## src/rtl/usart_core_pkg.sv

```systemverilog
// Shared USART constants, state encodings and bit helpers; combinational only.
// No latency, no flow control.
package usart_core_pkg;

  localparam logic [1:0] PAR_EVEN = 2'b01;
  localparam logic [1:0] PAR_ODD  = 2'b10;

  localparam int         TICKS_PER_BIT = 16;
  localparam logic [3:0] TICK_LAST     = 4'(TICKS_PER_BIT - 1);
  localparam logic [3:0] PH_EARLY      = 4'd7;
  localparam logic [3:0] PH_MID        = 4'd8;
  localparam logic [3:0] PH_LATE       = 4'd9;

  typedef enum logic [2:0] {TX_IDLE, TX_START, TX_DATA, TX_PARITY, TX_STOP} tx_state_t;
  typedef enum logic [2:0] {RX_IDLE, RX_START, RX_DATA, RX_PARITY, RX_STOP, RX_BREAK} rx_state_t;

  function automatic logic parity_on(input logic [1:0] mode);
    return (mode == PAR_EVEN) || (mode == PAR_ODD);
  endfunction

  // Data is zero-padded to 9 bits; padding does not change the XOR.
  function automatic logic parity_bit(input logic [8:0] d, input logic [1:0] mode);
    return (mode == PAR_ODD) ? ~^d : ^d;
  endfunction

  function automatic logic majority(input logic a, input logic b, input logic c);
    return (a & b) | (a & c) | (b & c);
  endfunction

endpackage

```

## src/rtl/usart_baud_gen.sv

```systemverilog
// x16 tick generator (pulse every max(divider,1) cycles) and x1 square wave (toggles every 8 ticks).
// Free running, no backpressure; divider changes apply at the next reload.
module usart_baud_gen #(
  parameter int DIV_WIDTH = 12
) (
  input  logic                 comm_clock,
  input  logic                 reset,
  input  logic [DIV_WIDTH-1:0] divider,
  output logic                 tick,
  output logic                 bit_clk
);
  logic [DIV_WIDTH-1:0] cnt;
  logic [DIV_WIDTH-1:0] div_eff;
  logic [2:0]           tick_cnt;

  assign div_eff = (divider == '0) ? DIV_WIDTH'(1) : divider;

  // >= rather than == so shrinking the divider below the current count reloads at once.
  always_ff @(posedge comm_clock or posedge reset) begin
    if (reset) begin
      cnt      <= '0;
      tick     <= 1'b0;
      tick_cnt <= '0;
      bit_clk  <= 1'b0;
    end else begin
      if (cnt >= div_eff - DIV_WIDTH'(1)) begin
        cnt  <= '0;
        tick <= 1'b1;
      end else begin
        cnt  <= cnt + DIV_WIDTH'(1);
        tick <= 1'b0;
      end
      if (tick) begin
        tick_cnt <= tick_cnt + 3'd1;
        if (tick_cnt == 3'd7) bit_clk <= ~bit_clk;
      end
    end
  end
endmodule

```

## src/rtl/usart_core.sv

```systemverilog
// USART: TX/RX engines with runtime parity/stop modes and a first-word-fall-through RX FIFO.
// TX accepts only when idle (tx_ready); RX drops words into a full FIFO and pulses rx_overrun.
module usart_core
  import usart_core_pkg::*;
#(
  parameter int DATA_BITS = 8,
  parameter int DIV_WIDTH = 12,
  parameter int RX_DEPTH  = 4
) (
  input  logic                 comm_clock,
  input  logic                 reset,
  input  logic [DIV_WIDTH-1:0] clock_divider,
  input  logic [1:0]           parity_mode,
  input  logic                 two_stop,
  input  logic [DATA_BITS-1:0] tx_data,
  input  logic                 tx_valid,
  output logic                 tx_ready,
  output logic [DATA_BITS-1:0] rx_data,
  output logic                 rx_parity_error,
  output logic                 rx_framing_error,
  output logic                 rx_valid,
  input  logic                 rx_ready,
  output logic                 rx_overrun,
  output logic                 tx_pin,
  input  logic                 rx_pin,
  output logic                 bit_clock_x16,
  output logic                 bit_clock_x1
);
  localparam int         AW       = $clog2(RX_DEPTH);
  localparam logic [3:0] LAST_BIT = 4'(DATA_BITS - 1);

  typedef struct packed {
    logic                 framing;
    logic                 parity;
    logic [DATA_BITS-1:0] data;
  } rx_entry_t;

  logic tick;

  usart_baud_gen #(.DIV_WIDTH(DIV_WIDTH)) u_baud (
    .comm_clock (comm_clock),
    .reset      (reset),
    .divider    (clock_divider),
    .tick       (tick),
    .bit_clk    (bit_clock_x1)
  );
  assign bit_clock_x16 = tick;

  // ---------------- TX ----------------
  tx_state_t            tx_state;
  logic                 tx_pend, tx_par_en, tx_par_val, tx_two_stop, tx_stop2;
  logic [DATA_BITS-1:0] tx_shift;
  logic [3:0]           tx_tcnt, tx_idx;
  logic [8:0]           tx_pad, rx_pad;
  logic                 tx_bit_end;

  always_comb begin
    tx_pad = '0;
    tx_pad[DATA_BITS-1:0] = tx_data;
  end

  assign tx_bit_end = tick && (tx_tcnt == TICK_LAST);

  always_ff @(posedge comm_clock or posedge reset) begin
    if (reset) begin
      tx_state    <= TX_IDLE;
      tx_pin      <= 1'b1;
      tx_ready    <= 1'b1;
      tx_pend     <= 1'b0;
      tx_shift    <= '0;
      tx_par_en   <= 1'b0;
      tx_par_val  <= 1'b0;
      tx_two_stop <= 1'b0;
      tx_stop2    <= 1'b0;
      tx_tcnt     <= '0;
      tx_idx      <= '0;
    end else begin
      if (tick && tx_state != TX_IDLE) tx_tcnt <= tx_tcnt + 4'd1;
      case (tx_state)
        TX_IDLE: begin
          if (tx_valid && tx_ready) begin
            tx_ready    <= 1'b0;
            tx_pend     <= 1'b1;
            tx_shift    <= tx_data;
            tx_par_en   <= parity_on(parity_mode);
            tx_par_val  <= parity_bit(tx_pad, parity_mode);
            tx_two_stop <= two_stop;
          end else if (tx_pend && tick) begin
            tx_pend  <= 1'b0;
            tx_state <= TX_START;
            tx_pin   <= 1'b0;
            tx_tcnt  <= '0;
          end
        end
        TX_START: if (tx_bit_end) begin
          tx_state <= TX_DATA;
          tx_pin   <= tx_shift[0];
          tx_shift <= tx_shift >> 1;
          tx_idx   <= '0;
        end
        TX_DATA: if (tx_bit_end) begin
          if (tx_idx != LAST_BIT) begin
            tx_idx   <= tx_idx + 4'd1;
            tx_pin   <= tx_shift[0];
            tx_shift <= tx_shift >> 1;
          end else if (tx_par_en) begin
            tx_state <= TX_PARITY;
            tx_pin   <= tx_par_val;
          end else begin
            tx_state <= TX_STOP;
            tx_pin   <= 1'b1;
            tx_stop2 <= tx_two_stop;
          end
        end
        TX_PARITY: if (tx_bit_end) begin
          tx_state <= TX_STOP;
          tx_pin   <= 1'b1;
          tx_stop2 <= tx_two_stop;
        end
        TX_STOP: if (tx_bit_end) begin
          if (tx_stop2) begin
            tx_stop2 <= 1'b0;
          end else begin
            tx_state <= TX_IDLE;
            tx_ready <= 1'b1;
          end
        end
        default: tx_state <= TX_IDLE;
      endcase
    end
  end

  // ---------------- RX ----------------
  rx_state_t            rx_state;
  logic [1:0]           rx_sync, rx_mode;
  logic                 rx_s, s_early, s_mid, rx_vote, rx_par_err, push_vld;
  logic [3:0]           rx_tcnt, rx_idx, rx_phase;
  logic [DATA_BITS-1:0] rx_shift;
  rx_entry_t            push_dat;

  always_comb begin
    rx_pad = '0;
    rx_pad[DATA_BITS-1:0] = rx_shift;
  end

  assign rx_s     = rx_sync[1];
  assign rx_phase = rx_tcnt + 4'd1;
  assign rx_vote  = majority(s_early, s_mid, rx_s);

  // rx_tcnt counts ticks since the bit began; rx_phase is the index of the current tick.
  always_ff @(posedge comm_clock or posedge reset) begin
    if (reset) begin
      rx_sync    <= 2'b11;
      rx_state   <= RX_IDLE;
      rx_mode    <= '0;
      rx_tcnt    <= '0;
      rx_idx     <= '0;
      s_early    <= 1'b1;
      s_mid      <= 1'b1;
      rx_shift   <= '0;
      rx_par_err <= 1'b0;
      push_vld   <= 1'b0;
      push_dat   <= '0;
    end else begin
      rx_sync  <= {rx_sync[0], rx_pin};
      push_vld <= 1'b0;
      if (tick) begin
        rx_tcnt <= rx_phase;
        if (rx_phase == PH_EARLY) s_early <= rx_s;
        if (rx_phase == PH_MID)   s_mid   <= rx_s;
      end
      case (rx_state)
        RX_IDLE: if (tick && !rx_s) begin
          rx_state   <= RX_START;
          rx_tcnt    <= '0;
          rx_mode    <= parity_mode;
          rx_par_err <= 1'b0;
        end
        RX_START: if (tick) begin
          if (rx_phase == PH_MID && rx_s) rx_state <= RX_IDLE;
          else if (rx_tcnt == TICK_LAST) begin
            rx_state <= RX_DATA;
            rx_idx   <= '0;
          end
        end
        RX_DATA: if (tick) begin
          if (rx_phase == PH_LATE) rx_shift <= {rx_vote, rx_shift[DATA_BITS-1:1]};
          if (rx_tcnt == TICK_LAST) begin
            if (rx_idx != LAST_BIT) rx_idx <= rx_idx + 4'd1;
            else rx_state <= parity_on(rx_mode) ? RX_PARITY : RX_STOP;
          end
        end
        RX_PARITY: if (tick) begin
          if (rx_phase == PH_LATE) rx_par_err <= (rx_vote != parity_bit(rx_pad, rx_mode));
          if (rx_tcnt == TICK_LAST) rx_state <= RX_STOP;
        end
        // Only the first stop bit is checked; the word is pushed at its vote.
        RX_STOP: if (tick && rx_phase == PH_LATE) begin
          push_vld <= 1'b1;
          push_dat <= '{framing: ~rx_vote, parity: rx_par_err, data: rx_shift};
          rx_state <= rx_vote ? RX_IDLE : RX_BREAK;
        end
        RX_BREAK: if (rx_s) rx_state <= RX_IDLE;
        default: rx_state <= RX_IDLE;
      endcase
    end
  end

  // ---------------- RX FIFO ----------------
  rx_entry_t mem [RX_DEPTH];
  rx_entry_t head;
  logic [AW:0] wr_ptr, rd_ptr;
  logic        empty, full, pop, push_ok;

  assign empty   = (wr_ptr == rd_ptr);
  assign full    = (wr_ptr[AW] != rd_ptr[AW]) && (wr_ptr[AW-1:0] == rd_ptr[AW-1:0]);
  assign pop     = rx_ready && !empty;
  assign push_ok = push_vld && (!full || pop);

  always_ff @(posedge comm_clock) begin
    if (push_ok) mem[wr_ptr[AW-1:0]] <= push_dat;
  end

  always_ff @(posedge comm_clock or posedge reset) begin
    if (reset) begin
      wr_ptr     <= '0;
      rd_ptr     <= '0;
      rx_overrun <= 1'b0;
    end else begin
      if (push_ok) wr_ptr <= wr_ptr + 1'b1;
      if (pop)     rd_ptr <= rd_ptr + 1'b1;
      rx_overrun <= push_vld && full && !pop;
    end
  end

  assign head             = mem[rd_ptr[AW-1:0]];
  assign rx_valid         = !empty;
  assign rx_data          = head.data;
  assign rx_parity_error  = head.parity;
  assign rx_framing_error = head.framing;
endmodule

```

## config.mk

```make
export PLATFORM = sky130hd
export DESIGN_NAME = usart_core
export DESIGN_NICKNAME = d
export VERILOG_FILES = /design/src/rtl/usart_core_pkg.sv /design/src/rtl/usart_baud_gen.sv /design/src/rtl/usart_core.sv
export SDC_FILE = /design/constraint.sdc
export NUM_CORES = 1
export LEC_CHECK = 0
export BUFFER_PORTS_ARGS = -buffer_cell sky130_fd_sc_hd__buf_4
export CORE_MARGIN = 2
export CORE_UTILIZATION = 45
export CTS_CLUSTER_SIZE = 14
export DETAILED_ROUTE_END_ITERATION = 10
export PLACE_DENSITY = 0.72
export SYNTH_ARGS = -nofsm -noshare
export SYNTH_HDL_FRONTEND = slang
export SYNTH_SLANG_ARGS = --single-unit
```

## constraint.sdc

```tcl
create_clock -name comm_clock -period 3.1 [get_ports comm_clock]
set_input_delay 0.155 -clock comm_clock [delete_from_list [all_inputs] [get_ports comm_clock]]
set_output_delay 0.155 -clock comm_clock [all_outputs]
set_load 0.02 [all_outputs]
```

==> summary by stage <==
Run status
The flow ran to the end, and the final reports show no timing, DRC or antenna violations.

STA
The maximum clock skew at final layout is 9.61 ps. Setup repair after global routing could not meet its margin everywhere. At the pin with the least slew margin, the transition time is 887 ps. The final setup violation count is 0.

The total count of hold-check failures in the final report was 0. Based on the critical path, the design can be clocked at up to 331 MHz. The final critical path takes up 97.6% of the cycle. In this run the tightest slew margin relative to its limit is 40.9%. The final-report max-slew violation count is 0.

The final worst slack is 75.5 ps. Setup total negative slack on the finished layout was measured at 0 ps. After layout, the minimum clock period comes to 3020 ps.

Synthesis
Ranked by total cell area, the synthesized netlist is headed by sky130_fd_sc_hd__dfrtp_1, sky130_fd_sc_hd__edfxtp_1, sky130_fd_sc_hd__mux2_2, sky130_fd_sc_hd__ha_1, sky130_fd_sc_hd__xnor2_1. The share of synthesized area in the top cell type comes to 31.5%. sky130_fd_sc_hd__dfrtp_1 is the most common cell in the netlist. The synthesized netlist contains 57 unique library cells. After synthesis, the most frequently instantiated cells are sky130_fd_sc_hd__dfrtp_1, sky130_fd_sc_hd__nor2_1, sky130_fd_sc_hd__mux2_2. In this run, synthesis inferred 40 flip-flops with an integrated enable. Summing every instance area after synthesis gives 6440 µm².

Dividing the synthesized area by the synthesized cell count gives 11.7 µm². The cell count after synthesis is 548. The Yosys warning count is 0.

The cell type contributing the most total cell area after synthesis is sky130_fd_sc_hd__dfrtp_1. Counting flops and latches in the post-synthesis netlist gives 127. Of the synthesized area, sequential elements account for 52.6%. The most used flip-flop cell after synthesis is sky130_fd_sc_hd__dfrtp_1. The total nets after synthesis is 606. Of all flip-flops after synthesis, the portion carrying an async set or reset was 68.5%.

GRT
In the global route stage, overall resource usage came out at 17.6%. Global routing used 4.30% of the available met3 tracks. The via count of the first global-routing pass came to 4434. The first-pass GRT wire length is 20.7 mm. In the global route stage, met1 resource usage came out at 20.7%.

The leftover overflow at the end of global routing is 0. The most congested layer reported by global routing is met2. Entering global routing, the biggest net connects 40 pins. For this run, global-route usage on met2 was measured as 30.4%. The number of antenna violations at the first check in global routing was 0.

Pwr
In this run the static leakage power is 3.38 nW. Dividing total power by cell area gives a power density of 589 nW/µm². The peak supply drop is 0.409 mV.

Die
The top-level port count is 44. The floorplan step defined a core boundary enclosing 13900 µm². For this configuration, the core starts out at a cell density of 46.2%. The die height is 124 µm. The die width is 124 µm.

The die area is 15300 µm². The standard-cell row count is 43.

Critical path
Along the worst path, the maximum fanout reaches 4. The critical-path cell with the highest stage delay is sky130_fd_sc_hd__or4_4. The type of element capturing the critical path is a flip-flop.

The signal on the critical path passes through buf_4 > or3_4 > or4_4 > or3b_4 > nor2_4 > nor2_2 > ha_2 > nor3b_4 > nand2_1 > xor2_1 > ha_1 > a21o_1 > a21o_1 > a21oi_2 > o21a_1 > o31ai_4 > buf_6 > nor2_4. Data on the critical path is required at its endpoint by 3450 ps. The critical path in this run is classified as input port to flip-flop.

In this design, the stage delay of the slowest critical-path cell is 440 ps. At the worst endpoint, the arrival time is 3380 ps. The total buffers and inverters traversed by the critical path is 2.

On the critical path the largest part of the delay comes from simple AND/OR/NAND/NOR gates. STA classifies the critical path startpoint as an input port.

Route
Summing over every cut layer, the via total after detailed routing is 4387. The number of design rule violations left after detail routing is 0. After detailed routing, the number of vias per cell comes to 5.38. The antenna violation net count after detailed routing is 0. The starting DRC count in detailed routing is 214.

In the final routed layout, each cell accounts on average for 15.1 µm. The detailed-routing iteration count for the pre-antenna-repair pass is 5. After detailed routing, the total wire length is 12.3 mm.

Hold path
The path class of the tightest hold or removal check is input port to flip-flop.

Clocking
The clock latency on the worst-skew pair is 420 ps. The clock sink count is 127. The number of buffers added by the clock tree synthesis step is 17.

The clock root buffer master is sky130_fd_sc_hd__clkbuf_16. TritonCTS built the clock tree. The level count of the clock H-tree is 4. No sink is reached through more buffers than the 2 on the longest clock path. The clock slew seen by the registers of the worst setup and hold paths is 50 ps.

Final layout
Compared with the post-synthesis result, the final layout area differs by 21.5%. Measured on the finished design, the core utilization comes to 56.1%. Cells with a size suffix above 1 make up 27.7% of the layout. The repair_antennas step left the layout with diodes totalling 0.

The number of nets in the finished design is 680.

Place
At the end of routability-driven placement, the weighted congestion stood at 0.839. In this run the tool buffered the top-level ports with 43 buffer cells. The post-place setup slack is -588 ps. The sum of net half-perimeters after detailed placement is 8.43 mm.

Job
Max-cap violations in this run came to 0.
report_power, final:
group          leakage [nW]  total, mW  switching (mW)  internal [mW]
Combinational          1.55      0.645           0.342          0.303
Sequential             1.54       1.98           0.157           1.82
Clock                 0.285       1.98           0.704           1.28
Total                  3.38       4.61            1.20           3.40
per-stage QoR:
stage	area [µm²]	hold slack, ps	power, mW	instances
finish	7820	35.9	4.61	815
global route	7820	52.2	4.82	815
CTS	7740	26.5	4.61	811
detailed placement	7090	107	2.59	774
global placement	7090	102	2.54	774
floorplan	6450	159	2.41	548
cell families after synthesis:
logic type / synth area share (%)
xor gates and xnor gates: 6.67
AOI/OAI and AO/OA: 8.73
adders and majority gates: 5.99
muxes: 11.0
buffers and inverters: 2.27
and+or+nand+nor: 12.7
DFF: 52.6
path summary, 6_finish.rpt:
kind	start	to	slack [ps]	depth (start not counted)
setup / recovery	clock_divider[3]	u_baud.cnt[2]	80	18
hold / removal	tx_valid	tx_ready	40	4
setup reg to reg	rx_tcnt[1]	rx_idx[2]	510	7
hold reg to reg	rx_sync[0]	rx_sync[1]	360	0
max in group asynchronous	reset	rx_overrun	2100	4
min in group asynchronous	reset	tx_shift[7]	220	3
cell type report:
cell class | count | area (µm²)
Fill cell | 1146 | 6110
Sequential cell | 127 | 3390
Multi-Input combinational cell | 384 | 2970
Timing Repair Buffer | 74 | 576
Clock buffer | 21 | 450
Tap cell | 180 | 225
Clock inverter | 11 | 141
Inverter | 18 | 68.8
flip-flops by register name, summed over array words and instances, names as in the netlist, 2 cells and up:
signal           flops
u_baud.cnt          12
tx_state             3
u_baud.tick_cnt      3
mem                 40
rx_shift             8
rd_ptr               3
tx_tcnt              4
rx_sync              2
rx_state             3
tx_shift             8
rx_tcnt              4
rx_mode              2
rx_idx               4
wr_ptr               3
tx_idx               4
push_dat            10
layer usage:
layer	share of wire, %	wire, µm	vias to the layer above
li1	-	-	2137
met1	42	5190	2128
met2	52	6430	96
met3	3.6	438	26
met4	2.2	271	0
met5	0	0	-
placed cells by master, fill, tap and decap left out, types with 3 or more instances in the layout:
cell                             n
sky130_fd_sc_hd__or3_1           3
sky130_fd_sc_hd__inv_1          17
sky130_fd_sc_hd__mux2_2         42
sky130_fd_sc_hd__and3_1          5
sky130_fd_sc_hd__o211ai_1        4
sky130_fd_sc_hd__dfstp_2         6
sky130_fd_sc_hd__nand4_1         7
sky130_fd_sc_hd__o31ai_1         6
sky130_fd_sc_hd__and2_1          3
sky130_fd_sc_hd__a31oi_1         3
sky130_fd_sc_hd__a21o_1          9
sky130_fd_sc_hd__bufinv_16       3
sky130_fd_sc_hd__dfrtp_1        81
sky130_fd_sc_hd__dlygate4sd3_1   5
sky130_fd_sc_hd__buf_4          67
sky130_fd_sc_hd__clkbuf_1        3
sky130_fd_sc_hd__o21a_1          3
sky130_fd_sc_hd__nand3_1        16
sky130_fd_sc_hd__nor2b_1         3
sky130_fd_sc_hd__o21ai_0        20
sky130_fd_sc_hd__nor3_1         10
sky130_fd_sc_hd__nand2_1        39
sky130_fd_sc_hd__mux4_2         10
sky130_fd_sc_hd__ha_1           29
sky130_fd_sc_hd__o22ai_1         4
sky130_fd_sc_hd__edfxtp_1       40
sky130_fd_sc_hd__clkinv_2        4
sky130_fd_sc_hd__nand3b_1        4
sky130_fd_sc_hd__nor2_1         41
sky130_fd_sc_hd__xnor2_1        29
sky130_fd_sc_hd__nor2_2          7
sky130_fd_sc_hd__xor2_1         20
sky130_fd_sc_hd__a21oi_1        18
sky130_fd_sc_hd__clkbuf_16      17
sky130_fd_sc_hd__nand2b_1        9
tightest hold or removal path, delay by kind of cell:
kind | cells | cell delay, ps
AO/OA/AOI/OAI | 1 | 130
buffers and inverters | 1 | 80
AND/OR/NAND/NOR | 2 | 90
timing repair:
action                                  in CTS  in global routing
buffers inserted                             0                  3
endpoints found under the setup margin      13                 11
pin swaps                                    0                  4
gates cloned                                 0                  1
hold endpoints to repair                    18                  0
hold buffers                                 5                  0
resized for setup                            1                 13
No activity file was read; power rests on OpenSTA's default activity.
